--- config.mk ---
export PLATFORM = sky130hd
export DESIGN_NAME = gat_bram_loader_flat
export DESIGN_NICKNAME = d
export VERILOG_FILES = /design/src/rtl/gat_bram_loader_if.sv /design/src/rtl/gat_bram_loader.sv /design/src/flat_wrapper.sv
export SDC_FILE = /design/constraint.sdc
export NUM_CORES = 1
export LEC_CHECK = 0
export ABC_CLOCK_PERIOD_IN_PS = 3300
export CAP_MARGIN = 20
export CORE_UTILIZATION = 40
export CTS_BUF_LIST = sky130_fd_sc_hd__clkbuf_2 sky130_fd_sc_hd__clkbuf_4 sky130_fd_sc_hd__clkbuf_8
export DETAILED_ROUTE_END_ITERATION = 6
export PLACE_DENSITY = 0.79
export SLEW_MARGIN = 20
export SYNTH_ARGS = -nofsm -noshare
export SYNTH_HDL_FRONTEND = slang
export SYNTH_SLANG_ARGS = --single-unit
--- constraint.sdc ---
create_clock -name clk -period 3.3 [get_ports clk]
set_input_delay 0.495 -clock clk [delete_from_list [all_inputs] [get_ports clk]]
set_output_delay 0.495 -clock clk [all_outputs]
set_load 0.02 [all_outputs]
--- src/rtl/gat_bram_loader_if.sv ---
// Valid/ready word stream feeding the BRAM loader.
//   s_data  : 32-bit payload, driven by the stream source
//   s_valid : payload valid, driven by the stream source
//   s_ready : engine accepts a word, driven by the loader
// The master modport is the stream source (DMA side). The slave modport is the loader.
interface gat_bram_loader_if;
    logic [31:0] s_data;
    logic        s_valid;
    logic        s_ready;

    modport master (output s_data, output s_valid, input s_ready);
    modport slave  (input s_data, input s_valid, output s_ready);
endinterface

--- src/rtl/gat_bram_loader.sv ---
// Host-side BRAM write engine.
// It converts a valid/ready word stream into sequential BRAM port-A write strobes.
// It raises load_done once the last word has been committed.
//   clk, rst        : rising-edge clock, synchronous active-high reset
//   start/abort     : one-cycle control pulses
//   num_words       : load length, sampled on an accepted start
//   s               : word stream (slave side)
//   bram_*          : port-A write bus; bram_addra is a byte address (word index << 2)
//   load_done       : level, every word of the load is committed
//   busy            : engine is accepting words
//   len_err         : sticky, a start was rejected for an oversize length
//   word_cnt        : words accepted in the current load
module gat_bram_loader #(
    parameter int unsigned DEPTH  = 242101,
    parameter int unsigned ADDR_W = $clog2(DEPTH)
) (
    input  logic                 clk,
    input  logic                 rst,
    input  logic                 start,
    input  logic                 abort,
    input  logic [ADDR_W:0]      num_words,
    gat_bram_loader_if.slave     s,
    output logic [31:0]          bram_din,
    output logic                 bram_ena,
    output logic                 bram_wea,
    output logic [ADDR_W+1:0]    bram_addra,
    output logic                 load_done,
    output logic                 busy,
    output logic                 len_err,
    output logic [ADDR_W:0]      word_cnt
);
    localparam int unsigned CW = ADDR_W + 1;
    localparam logic [ADDR_W:0] DEPTH_W = CW'(DEPTH);

    typedef enum logic [1:0] {IDLE, LOAD, DRAIN, DONE} state_t;

    state_t             state_q, state_n;
    logic [ADDR_W:0]    len_q, len_n;
    logic [ADDR_W:0]    cnt_q, cnt_n;
    logic [ADDR_W:0]    cnt_inc;
    logic [31:0]        din_q, din_n;
    logic [ADDR_W+1:0]  addr_q, addr_n;
    logic               ena_q, ena_n;
    logic               err_q, err_n;
    logic               ready_q, ready_n;
    logic               done_q, done_n;
    logic               hs;

    assign hs      = ready_q & s.s_valid;
    assign cnt_inc = cnt_q + CW'(1);

    // Next-state and next-output logic.
    always_comb begin
        state_n = state_q;
        len_n   = len_q;
        cnt_n   = cnt_q;
        din_n   = din_q;
        addr_n  = addr_q;
        ena_n   = 1'b0;
        err_n   = err_q;

        case (state_q)
            IDLE, DONE: begin
                if (start) begin
                    if (num_words > DEPTH_W) begin
                        err_n   = 1'b1;
                        state_n = IDLE;
                    end else begin
                        err_n   = 1'b0;
                        len_n   = num_words;
                        cnt_n   = '0;
                        state_n = (num_words == '0) ? DONE : LOAD;
                    end
                end
            end
            LOAD: begin
                // A handshake in an abort cycle has already been seen by the
                // source, so its write is still issued.
                if (hs) begin
                    ena_n  = 1'b1;
                    din_n  = s.s_data;
                    addr_n = {cnt_q[ADDR_W-1:0], 2'b00};
                    cnt_n  = cnt_inc;
                    if (cnt_inc == len_q) begin
                        state_n = DRAIN;
                    end
                end
                if (abort) begin
                    state_n = IDLE;
                end
            end
            DRAIN: begin
                state_n = abort ? IDLE : DONE;
            end
            default: begin
                state_n = IDLE;
            end
        endcase

        // Status flags are registered copies of the state being entered.
        ready_n = (state_n == LOAD);
        done_n  = (state_n == DONE);
    end

    // State and output registers.
    always_ff @(posedge clk) begin
        if (rst) begin
            state_q <= IDLE;
            len_q   <= '0;
            cnt_q   <= '0;
            din_q   <= '0;
            addr_q  <= '0;
            ena_q   <= 1'b0;
            err_q   <= 1'b0;
            ready_q <= 1'b0;
            done_q  <= 1'b0;
        end else begin
            state_q <= state_n;
            len_q   <= len_n;
            cnt_q   <= cnt_n;
            din_q   <= din_n;
            addr_q  <= addr_n;
            ena_q   <= ena_n;
            err_q   <= err_n;
            ready_q <= ready_n;
            done_q  <= done_n;
        end
    end

    assign s.s_ready  = ready_q;
    assign busy       = ready_q;
    assign bram_din   = din_q;
    assign bram_ena   = ena_q;
    assign bram_wea   = ena_q;
    assign bram_addra = addr_q;
    assign load_done  = done_q;
    assign len_err    = err_q;
    assign word_cnt   = cnt_q;
endmodule

--- src/flat_wrapper.sv ---
// flat-port wrapper written by rule: the top's interface ports become plain ports
module gat_bram_loader_flat 
#(
    parameter int unsigned DEPTH  = 242101,
    parameter int unsigned ADDR_W = $clog2(DEPTH)
)
  (clk, rst, start, abort, num_words, bram_din, bram_ena, bram_wea, bram_addra, load_done, busy, len_err, word_cnt, s_s_data, s_s_valid, s_s_ready);
  gat_bram_loader_if s_i ();
  input  logic clk;
  input  logic rst;
  input  logic start;
  input  logic abort;
  input  logic [ADDR_W:0] num_words;
  output logic [31:0] bram_din;
  output logic bram_ena;
  output logic bram_wea;
  output logic [ADDR_W+1:0] bram_addra;
  output logic load_done;
  output logic busy;
  output logic len_err;
  output logic [ADDR_W:0] word_cnt;
  input wire logic [$bits(s_i.s_data)-1:0] s_s_data;
  input wire logic [$bits(s_i.s_valid)-1:0] s_s_valid;
  output wire logic [$bits(s_i.s_ready)-1:0] s_s_ready;
  assign s_i.s_data = s_s_data;
  assign s_i.s_valid = s_s_valid;
  assign s_s_ready = s_i.s_ready;
  gat_bram_loader #(.DEPTH(DEPTH), .ADDR_W(ADDR_W)) u_core (.clk(clk), .rst(rst), .start(start), .abort(abort), .num_words(num_words), .s(s_i), .bram_din(bram_din), .bram_ena(bram_ena), .bram_wea(bram_wea), .bram_addra(bram_addra), .load_done(load_done), .busy(busy), .len_err(len_err), .word_cnt(word_cnt));
endmodule
==> flow_metrics.env <==
export IMPL_core_area_um2=10460
export IMPL_min_path_type="reg -> reg"
export IMPL_cts_tree="built"
export IMPL_insertion_delay_ps=360
export IMPL_seqPwrFrac_pct=44.4
export IMPL_seq_area_frac_synth_pct=42.97
export IMPL_p_leak_uw=0.001915
export IMPL_post_cts_resized=0
export IMPL_grt_pass1_vias=4049
export IMPL_critPathMaxFanout=6
export IMPL_rsz0062_at_grt="no"
export IMPL_critPathKind="reg -> reg"
export IMPL_worstPathArrival_ps=2980
export IMPL_ys_ff_latch=94
export IMPL_synth_warnings=0
export IMPL_io_pins=133
export IMPL_dr_pass1_iters=5
export IMPL_layout_nets=759
export IMPL_grt_pass1_wl_um=19500
export IMPL_fillers=984
export IMPL_fmax_ghz=0.3684
export IMPL_p_comb_share_pct=27.1
export IMPL_num_vias=4442
export IMPL_die_w_um=106.6
export IMPL_h_tree_depth=3
export IMPL_cp_start_kind="flop"
export IMPL_drt_wirelength_per_cell_um=14.56
export IMPL_antennaDiodeCount=0
export IMPL_drc=0
export IMPL_clock_sinks=94
export IMPL_synth_area_um2=4379
export IMPL_relSlewSlack_pct=50.68
export IMPL_placed_area_um2=5727
export IMPL_pwr_share_clk_pct=28.5
export IMPL_synth_top_area_cell="dfxtp_1"
export IMPL_cap_viol_max_count=0
export IMPL_p_sw_share_pct=32.29
export IMPL_fin_util_pct=56.74
export IMPL_synthCells=595
export IMPL_antenna_found_initial=0
export IMPL_finalWirelength_um=12250
export IMPL_hold_viol=0
export IMPL_cts_buffers_inserted=9
export IMPL_ys_types=47
export IMPL_dieArea_um2=11370
export IMPL_vias_per_cell=5.282
export IMPL_tns_ps=0
export IMPL_fin_skew_ps=8.124
export IMPL_grt_usage_pct=21.21
export IMPL_cts_setup_buffers=0
export IMPL_synthTopCellsByArea="dfxtp_1 (43%), nand2_1 (16%), a21oi_1 (10%), xnor2_1 (3.6%), clkbuf_1 (3.3%)"
export IMPL_vdd_ir_drop_max_mv=0.2827
export IMPL_final_area_um2=5937
export IMPL_post_route_period_util_pct=82.26
export IMPL_critPathRequiredTime_ps=3560
export IMPL_cp_end_kind="flop"
export IMPL_drive_gt1_share_pct=4.823
export IMPL_syn_to_final_growth_pct=35.57
export IMPL_gr_total_overflow=0
export IMPL_ant_nets=0
export IMPL_drt_iter0_drc=281
export IMPL_worst_slew_pin_slew_ps=739.8
export IMPL_synth_avg_cell_area_um2=7.360
export IMPL_holdBufCountCts=0
export IMPL_status="completed"
export IMPL_place_hpwl_um=9066
export IMPL_initial_core_util_pct=41.86
export IMPL_die_h_um=106.6
export IMPL_clk_transition_reported_paths_ps=90
export IMPL_period_minus_slack_ps=2714
export IMPL_io_buffers=130
export IMPL_clock_tree_buffer_depth=2
export IMPL_rows=37
export IMPL_grt_max_degree=52
export IMPL_clockRootBuffer="clkbuf_8"
export IMPL_power_density_nw_per_um2=469.0
export IMPL_synth_top_area_share_pct=42.97
export IMPL_p_sw_uw=899.1
export IMPL_p_int_uw=1885
export IMPL_slew_violations=0
export IMPL_total_power_uw=2784
export IMPL_finalSetupViolCount=0
export IMPL_place_congestion=0.9113
==> through the flow <==
stage	worst slack, ps	instances	hold WS [ps]
3_5_place_dp	433.4	825	447.4
4_1_cts	640.5	841	461.2
6_report	585.6	841	459.1
2_1_floorplan	764.1	596	448.1
3_3_place_gp	503.2	825	441.0
5_1_grt	450.0	841	478.0
==> cells in the mapped netlist, drive strengths merged <==
| cell type | n |
|---|---|
| mux2 | 1 |
| a211o | 1 |
| or2 | 3 |
| nand2b | 4 |
| a21oi | 91 |
| nor2b | 2 |
| a21o | 2 |
| conb | 1 |
| xor2 | 6 |
| clkbuf | 39 |
| or4 | 5 |
| nor3 | 10 |
| xnor2 | 18 |
| dfxtp | 94 |
| o21ai | 20 |
| o211a | 1 |
| or3 | 9 |
| mux2i | 1 |
| ha | 3 |
| nand4 | 15 |
| nand2 | 186 |
| a211oi | 2 |
| and3 | 2 |
| nor4 | 11 |
| o31ai | 1 |
| o211ai | 1 |
| buf | 7 |
| a311oi | 2 |
| and2 | 3 |
| nand3b | 2 |
| inv | 8 |
| a21boi | 1 |
| nand3 | 9 |
| o21a | 3 |
| and4 | 2 |
| nor3b | 2 |
| a31oi | 3 |
| o311ai | 2 |
| nor2 | 21 |
| a22oi | 1 |
==> logic make-up (layout without fill, tap and decap cells) <==
group                      Yosys count  in the layout  synth area share (%)
AOI/OAI and AO/OA                  131            131                 16.49
xor gates and xnor gates            24             24                 4.800
adders and majority gates            3              3                0.8572
buffers and inverters               54            163                 5.057
DFF                                 94             94                 42.97
muxes                                2              2                0.4857
other                                1              2               0.08563
and+or+nand+nor                    286            286                 29.26
==> placed cells by master, fill, tap and decap left out, drive strengths merged, types with 3 or more instances in the layout <==
master,instances
nor4,11
clkbuf,11
a31oi,3
ha,3
buf,10
inv,10
nand4,15
nor2,21
or4,5
o21a,3
and2,3
xnor2,18
or2,3
a21oi,91
o21ai,20
nand2,186
xor2,6
dfxtp,94
nand3,9
nor3,10
nand2b,4
or3,9
clkdlybuf4s50,129
==> metal layers <==
layer | vias to the layer above | part of all wire [%] | GRT usage (%)
met5 | - | 0 | 0
met2 | 151 | 49 | 36.13
met3 | 17 | 5.6 | 2.675
met4 | 0 | 1.6 | 8.708
met1 | 2056 | 44 | 27.04
li1 | 2218 | - | -
==> sequential cells by signal (all words and copies together) (netlist names) <==
register and flops:
u_core.bram_addra 18, u_core.bram_din 32, u_core.bram_ena 1, u_core.busy 1
u_core.len_err 1, u_core.len_q 19, u_core.load_done 1, u_core.state_q 2
u_core.word_cnt 19
==> worst paths after layout <==
path / startpoint / end / slack (ps) / cells after the start
max: u_core.word_cnt[1]$_SDFFE_PP0P_ / u_core.busy$_SDFF_PP0_ / 590 / 9
max reg2reg: u_core.word_cnt[1]$_SDFFE_PP0P_ / u_core.busy$_SDFF_PP0_ / 590 / 9
min: u_core.bram_addra[14]$_SDFFE_PP0P_ / u_core.bram_addra[14]$_SDFFE_PP0P_ / 460 / 2
min reg2reg: u_core.bram_addra[14]$_SDFFE_PP0P_ / u_core.bram_addra[14]$_SDFFE_PP0P_ / 460 / 2
==> worst max-delay path, cell delays in order (launching register included) <==
cell and delay [ps]:
dfxtp_1 430, ha_1 270, nand3_1 220, nor4_1 540, mux2_2 400, mux2i_1 120, a21o_1 170, nand4_1 100
o21a_1 220, and2_1 150
==> layout make-up <==
cell class	instances	area, µm²	share of cell area [%]
clock inverters	5	65.06	1.096
multi-input cells	448	2281	38.42
clock buffers	11	145.1	2.445
flip-flops and latches	94	1882	31.70
inverters	8	30.03	0.5058
well taps	136	170.2	2.866
repair buffers	139	1364	22.97
==> power groups by stage <==
stage / registers, µW / clock network, µW / logic [µW]
finish: 1240 / 793 / 754
global placement: 1260 / 0 / 719
CTS: 1240 / 815 / 749
detailed placement: 1260 / 0 / 744
global route: 1240 / 864 / 837
floorplan: 1280 / 0 / 473
No activity file was read; power rests on OpenSTA's default activity.
